**config.mk**
```make
export PLATFORM = sky130hd
export DESIGN_NAME = exu_mdu
export DESIGN_NICKNAME = d
export VERILOG_FILES = /design/src/rtl/exu_mdu.sv
export SDC_FILE = /design/constraint.sdc
export NUM_CORES = 1
export LEC_CHECK = 0
export CAP_MARGIN = 10
export CORE_MARGIN = 2
export CORE_UTILIZATION = 55
export CTS_CLUSTER_SIZE = 16
export DETAILED_ROUTE_END_ITERATION = 7
export PLACE_DENSITY_LB_ADDON = 0.15
export RECOVER_POWER = 50
export SYNTH_ARGS = -nofsm -noshare
export SYNTH_HDL_FRONTEND = slang
export SYNTH_SLANG_ARGS = --single-unit
export TNS_END_PERCENT = 20
```
**constraint.sdc**
```tcl
create_clock -name clk -period 5.3 [get_ports clk]
set_input_delay 1.06 -clock clk [delete_from_list [all_inputs] [get_ports clk]]
set_output_delay 1.06 -clock clk [all_outputs]
set_load 0.005 [all_outputs]
```
**src/rtl/exu_mdu.sv**
```systemverilog
`default_nettype none
// +----------------------------------------------------------------------------+
// | exu_mdu : iterative RV32M multiply/divide unit with valid/ready handshake. |
// | Define MDU_FAST_MUL_EN for a single-cycle combinational multiply path.     |
// | Revision: 1.0                                                              |
// +----------------------------------------------------------------------------+
module exu_mdu #(
    parameter int XLEN    = 32,
    parameter int MUL_BPC = 1
) (
    input  logic            clk,
    input  logic            rst_n,
    input  logic            i_valid,
    output logic            o_ready,
    input  logic [2:0]      i_op,
    input  logic [XLEN-1:0] i_rs1,
    input  logic [XLEN-1:0] i_rs2,
    input  logic            i_rd_wen,
    input  logic [4:0]      i_rd_addr,
    input  logic            i_flush,
    output logic            o_valid,
    input  logic            i_ready,
    output logic [XLEN-1:0] o_result,
    output logic            o_rd_wen,
    output logic [4:0]      o_rd_addr,
    output logic            o_busy
);

    localparam int c_CNT_W = $clog2(XLEN) + 1;
`ifdef MDU_FAST_MUL_EN
    localparam int c_MUL_ITER = 1;
`else
    localparam int c_MUL_ITER = XLEN / MUL_BPC;
`endif
    localparam logic [c_CNT_W-1:0] c_MUL_LAST = c_CNT_W'(c_MUL_ITER - 1);
    localparam logic [c_CNT_W-1:0] c_DIV_LAST = c_CNT_W'(XLEN - 1);
    localparam logic [XLEN-1:0]    c_INT_MIN  = {1'b1, {(XLEN-1){1'b0}}};

    localparam logic [1:0] c_S_IDLE = 2'd0;
    localparam logic [1:0] c_S_CALC = 2'd1;
    localparam logic [1:0] c_S_DONE = 2'd2;

    logic [1:0]          r_state, w_state_nxt;
    logic [2:0]          r_op;
    logic [XLEN-1:0]     r_opnd;
    logic [2*XLEN-1:0]   r_acc;
    logic                r_neg_q, r_neg_r;
    logic [c_CNT_W-1:0]  r_cnt;
    logic [XLEN-1:0]     r_result;
    logic                r_rd_wen;
    logic [4:0]          r_rd_addr;

    logic                w_accept, w_special, w_last, w_mul_in, w_mul;
    logic                w_sa, w_sb, w_div0, w_ovf;
    logic [XLEN-1:0]     w_mag_a, w_mag_b, w_spec_res;
    logic [2*XLEN-1:0]   w_mul_step, w_div_step, w_step, w_prod;
    logic [XLEN:0]       w_rem_sh, w_diff;
    logic [XLEN-1:0]     w_lo, w_hi, w_quo, w_rem, w_final;

    // Accept-time decode: signedness, magnitudes and the divide corner cases
    assign w_mul_in   = ~i_op[2];
    assign w_sa       = i_rs1[XLEN-1] & (i_op == 3'd0 || i_op == 3'd1 || i_op == 3'd2 ||
                                         i_op == 3'd4 || i_op == 3'd6);
    assign w_sb       = i_rs2[XLEN-1] & (i_op == 3'd0 || i_op == 3'd1 ||
                                         i_op == 3'd4 || i_op == 3'd6);
    assign w_mag_a    = w_sa ? -i_rs1 : i_rs1;
    assign w_mag_b    = w_sb ? -i_rs2 : i_rs2;
    assign w_div0     = i_op[2] & (i_rs2 == '0);
    assign w_ovf      = i_op[2] & ~i_op[0] & (i_rs1 == c_INT_MIN) & (&i_rs2);
    assign w_special  = w_div0 | w_ovf;
    assign w_spec_res = w_div0 ? (i_op[1] ? i_rs1 : '1) : (i_op[1] ? '0 : i_rs1);

    assign o_ready  = (r_state == c_S_IDLE) & ~i_flush;
    assign w_accept = i_valid & o_ready;
    assign w_mul    = ~r_op[2];
    assign w_last   = (r_cnt == (w_mul ? c_MUL_LAST : c_DIV_LAST));

`ifdef MDU_FAST_MUL_EN
    assign w_mul_step = {{XLEN{1'b0}}, r_opnd} * {{XLEN{1'b0}}, r_acc[XLEN-1:0]};
`else
    // Multiplier sits in the low half and shifts out MUL_BPC bits per step
    logic [XLEN+MUL_BPC-1:0] w_mul_sum;
    always_comb begin
        w_mul_sum = {{MUL_BPC{1'b0}}, r_acc[2*XLEN-1:XLEN]};
        for (int k = 0; k < MUL_BPC; k++) begin
            if (r_acc[k]) begin
                w_mul_sum = w_mul_sum + ({{MUL_BPC{1'b0}}, r_opnd} << k);
            end
        end
    end
    assign w_mul_step = {w_mul_sum, r_acc[XLEN-1:MUL_BPC]};
`endif

    // Restoring divide: remainder in the high half, dividend/quotient in the low half
    assign w_rem_sh   = {r_acc[2*XLEN-1:XLEN], r_acc[XLEN-1]};
    assign w_diff     = w_rem_sh - {1'b0, r_opnd};
    assign w_div_step = w_diff[XLEN] ? {w_rem_sh[XLEN-1:0], r_acc[XLEN-2:0], 1'b0}
                                     : {w_diff[XLEN-1:0],   r_acc[XLEN-2:0], 1'b1};

    assign w_step = w_mul ? w_mul_step : w_div_step;
    assign w_prod = r_neg_q ? -w_step : w_step;
    assign w_lo   = w_step[XLEN-1:0];
    assign w_hi   = w_step[2*XLEN-1:XLEN];
    assign w_quo  = r_neg_q ? -w_lo : w_lo;
    assign w_rem  = r_neg_r ? -w_hi : w_hi;

    always_comb begin
        w_final = w_rem;
        case (r_op)
            3'd0:                w_final = w_prod[XLEN-1:0];
            3'd1, 3'd2, 3'd3:    w_final = w_prod[2*XLEN-1:XLEN];
            3'd4, 3'd5:          w_final = w_quo;
            default:             w_final = w_rem;
        endcase
    end

    always_ff @(posedge clk or negedge rst_n) begin
        if (!rst_n) begin
            r_state <= c_S_IDLE;
        end else begin
            r_state <= w_state_nxt;
        end
    end

    always_comb begin
        w_state_nxt = r_state;
        case (r_state)
            c_S_IDLE: if (w_accept) w_state_nxt = w_special ? c_S_DONE : c_S_CALC;
            c_S_CALC: if (w_last)   w_state_nxt = c_S_DONE;
            c_S_DONE: if (i_ready)  w_state_nxt = c_S_IDLE;
            default:                w_state_nxt = c_S_IDLE;
        endcase
        if (i_flush) begin
            w_state_nxt = c_S_IDLE;
        end
    end

    always_ff @(posedge clk or negedge rst_n) begin
        if (!rst_n) begin
            r_op      <= '0;
            r_opnd    <= '0;
            r_acc     <= '0;
            r_neg_q   <= 1'b0;
            r_neg_r   <= 1'b0;
            r_cnt     <= '0;
            r_result  <= '0;
            r_rd_wen  <= 1'b0;
            r_rd_addr <= '0;
        end else if (w_accept) begin
            r_op      <= i_op;
            r_opnd    <= w_mul_in ? w_mag_a : w_mag_b;
            r_acc     <= {{XLEN{1'b0}}, (w_mul_in ? w_mag_b : w_mag_a)};
            r_neg_q   <= w_sa ^ w_sb;
            r_neg_r   <= w_sa;
            r_cnt     <= '0;
            r_rd_wen  <= i_rd_wen;
            r_rd_addr <= i_rd_addr;
            if (w_special) begin
                r_result <= w_spec_res;
            end
        end else if (r_state == c_S_CALC && !i_flush) begin
            r_acc <= w_step;
            r_cnt <= r_cnt + 1'b1;
            if (w_last) begin
                r_result <= w_final;
            end
        end
    end

    assign o_valid   = (r_state == c_S_DONE);
    assign o_busy    = (r_state != c_S_IDLE);
    assign o_result  = r_result;
    assign o_rd_wen  = r_rd_wen;
    assign o_rd_addr = r_rd_addr;

endmodule
`default_nettype wire

```
==> impl_metrics.sql <==
INSERT INTO impl_metrics (metric_group, metric, value, unit) VALUES
('outcome', 'run_status', 'complete, but fails checks', ''),
('outcome', 'violations', 'max-capacitance violations, max-slew violations', ''),
('final_layout', 'seq_area', '3680', 'sq um'),
('synthesis', 'synth_area', '17000', 'sq um'),
('route', 'drt_wl_total', '71300', 'microns'),
('run', 'maxCapViolCount', '1', ''),
('placed_design', 'finalWeightedCongestion', '1.14', ''),
('route', 'via_per_inst', '6.70', ''),
('synthesis', 'yosys.area_share.simple', '25.5', '%'),
('power', 'power.leakage', '8.31', 'nW'),
('sta', 'worst_max_slew_pin_slew', '2.33', 'ns'),
('setup_path', 'startpoint', 'r_acc[31]', ''),
('clock_tree', 'clk_transition_reported_paths', '0.07', 'ns'),
('sta', 'final.setup.tns', '0', 'ns'),
('setup_path', 'end_kind', 'flop', ''),
('grt', 'largest_net_degree_at_the_start_of_global_routing', '86', ''),
('setup_path', 'timing_worst_setup_path_type', 'flop to flop', ''),
('final_layout', 'final_cell_mix', 'nand2_1, o21ai_0, nor2_1', ''),
('setup_path', 'timing.critical_path.arrival', '5.50', 'ns'),
('synthesis', 'synth_compound_gate_area_share', '31.0', '%'),
('synthesis', 'synth-xor-area-share', '8.74', '%'),
('synthesis', 'synth.yosys.seq_area_share', '21.6', '%'),
('sta', 'number_of_max_slew_violations_in_the_final_report', '86', ''),
('synthesis', 'postSynth.asyncResetShare', '100', '%'),
('floorplan', 'dieArea', '32400', 'sq um'),
('setup_path', 'ff2ff_path_depth', '21', ''),
('clock_tree', 'clock_tree.htree_level_count', '4', ''),
('sta', 'final.setup.worst_slack', '0.124', 'ns'),
('grt', 'grt_pass1_vias', '18520', ''),
('power', 'max-vdd-ir-drop', '468', 'uV'),
('sta', 'timing.max_slew.rel_slack', '-55.4', '%'),
('final_layout', 'multiInputGateArea', '12700', 'sq um'),
('setup_path', 'reg2reg_from', 'r_acc[31]', ''),
('clock_tree', 'master_cell_of_the_clock_root_buffer', 'clkbuf_16', ''),
('sta', 'fin_crit_sh', '97.7', '%'),
('setup_path', 'worstSetupEndpoint', 'o_result[19]', ''),
('power', 'power_density', '598', 'nW/um^2'),
('sta', 'fmaxAchievable', '0.193', 'GHz'),
('synthesis', 'post_synth_mux_area_share', '2.42', '%'),
('floorplan', 'design.portCount', '119', ''),
('synthesis', 'post_synthesis_cell_type_count', '100', ''),
('sta', 'setup_violation_total_in_the_final_timing_report', '0', ''),
('floorplan', 'die_h', '180', 'microns'),
('route', 'drt_pre_antenna_iters', '7', ''),
('synthesis', 'number_of_flops_mapped_to_enable_cells_by_yosys', '0', ''),
('sta', 'period_minus_slack', '5.18', 'ns'),
('synthesis', 'synth.yosys.warnings', '0', ''),
('clock_tree', 'cts_buffer_depth', '2', ''),
('setup_path', 'worst_r2r_endpoint', 'o_result[19]', ''),
('floorplan', 'rows', '64', ''),
('final_layout', 'final_net_count', '2695', ''),
('sta', 'grt_setup_unrepaired', 'yes', ''),
('clock_tree', 'cts_tree', 'yes', ''),
('synthesis', 'synthesized_instance_count', '2403', ''),
('clock_tree', 'cts_inserted_buffers', '17', ''),
('sta', 'worst_clock_skew_on_the_final_layout', '0.0137', 'ns'),
('route', 'route.vias.total', '19788', ''),
('floorplan', 'initial_core_utilization', '55.8', '%'),
('setup_path', 'worstPathRequired', '5.62', 'ns'),
('clock_tree', 'clock_latency', '0.45', 'ns'),
('grt', 'global_route.usage.total', '42.9', '%'),
('placed_design', 'dpl.hpwl', '55200', 'microns'),
('placed_design', 'portBuffers', '118', ''),
('synthesis', 'post_synth_fa_ha_maj_area_fraction', '5.44', '%'),
('floorplan', 'die_width', '180', 'microns'),
('final_layout', 'area_growth', '18.7', '%'),
('power', 'power', '12.1', 'mW'),
('route', 'drt_drc_violations_left', '0', ''),
('floorplan', 'core_region_area', '30500', 'sq um'),
('sta', 'finalHoldViolations', '0', ''),
('route', 'first_iter_violations', '2724', '');
==> power breakdown <==
part / switching (mW) / internal (mW) / leakage (nW)
sequential: 0.307 / 1.38 / 1.89
combinational: 5.54 / 3.50 / 6.11
clock: 0.570 / 0.801 / 0.310
==> kinds of logic after synthesis <==
group,after synthesis
AO/OA/AOI/OAI,829
XOR/XNOR,170
adder cells (fa/ha/maj),73
buffers and inverters,233
flip-flops,147
multiplexers,41
AND/OR/NAND/NOR,910
==> Yosys cell counts, types with 10 or more instances <==
cell | instances | area share, %
o31ai_1 | 29 | 1.3
o221ai_1 | 11 | 0.57
nor2b_1 | 22 | 0.81
a211o_1 | 11 | 0.57
nand2b_1 | 20 | 0.73
a31o_2 | 10 | 0.51
xor2_1 | 55 | 2.8
nand3_1 | 78 | 2.3
mux2i_1 | 39 | 2.3
a31oi_1 | 24 | 0.88
and2_1 | 13 | 0.48
a221oi_1 | 17 | 0.87
clkbuf_1 | 113 | 2.5
ha_1 | 70 | 5.1
nor3_1 | 64 | 1.9
a211oi_1 | 40 | 1.8
or2_2 | 23 | 0.84
or4_1 | 11 | 0.48
or3_1 | 32 | 1.2
o21ai_0 | 308 | 9.1
nand2_1 | 359 | 7.9
nand4_1 | 39 | 1.4
nor2_1 | 174 | 3.8
inv_1 | 74 | 1.6
o21a_1 | 12 | 0.53
a21o_1 | 36 | 1.6
nor4_1 | 16 | 0.59
dfrtp_1 | 147 | 22
a21oi_1 | 157 | 4.6
buf_1 | 25 | 0.55
xnor2_1 | 115 | 5.9
and3_1 | 15 | 0.55
o211ai_1 | 60 | 2.6
buf_2 | 19 | 0.56
==> worst max-delay path, stage by stage (launching register included) <==
cell and delay [ns]:
dfrtp_1 0.39, inv_1 0.07, ha_2 0.17, inv_1 0.06, fa_2 0.36, a211o_1 0.31
a211o_4 0.38, a41oi_4 0.23, buf_4 0.15, buf_4 0.12, o32a_2 0.15, buf_4 0.13
nand2_2 0.11, buf_4 0.21, a211oi_1 0.36, a211oi_2 0.15, or2_2 0.40, or3_1 0.48
o21ai_1 0.20, xnor2_1 0.09, a221oi_1 0.42, nor2_1 0.09
==> worst min-delay path by stage <==
stage	slack, ns	from	endpoint	cells after the start
global placement	0.46	o_rd_addr[1]	o_rd_addr[1]	2
floorplan	0.47	r_op[0]	r_op[0]	2
detailed placement	0.47	o_rd_wen	o_rd_wen	2
global route	0.51	o_rd_addr[0]	o_rd_addr[0]	2
finish	0.48	o_rd_addr[3]	o_rd_addr[3]	2
CTS	0.48	o_result[3]	o_result[3]	2
==> metrics by stage <==
step                      utilization [%]  cells  area, sq um
after floorplan                         -   2403        17100
after global placement               63.3   2911        19300
after detailed placement             63.3   2911        19300
after CTS                            65.6   2949        20000
after global routing                 66.3   2954        20200
final                                66.3   2954        20200
==> cell type report <==
type,instances,share of cell area [%]
multi-input cells,2023,62.7
flip-flops and latches,147,18.2
repair buffers,282,12.1
well taps,396,2.45
clock buffers,19,2.14
inverters,74,1.37
clock inverters,13,0.990
==> per-layer routing <==
layer	routed length [microns]	track usage (%)	up-vias
met1	27600	54.0	9231
met5	0	0	-
li1	-	-	9073
met3	6530	7.96	296
met4	5640	28.0	0
met2	31600	67.3	1188
==> sequential cells by signal (all words and copies together) (netlist names), 2 cells and up <==
signal     count
r_cnt          6
r_acc         64
r_opnd        32
o_result      32
o_rd_addr      5
r_state        2
r_op           3
==> timing repair <==
item,4_1_cts,5_1_grt
resized for setup,6,45
pin swaps,10,22
setup buffers,6,5
endpoints found under the hold margin,0,0
setup endpoints to repair,12,25
Note: power is estimated with default switching activity, not from simulation.
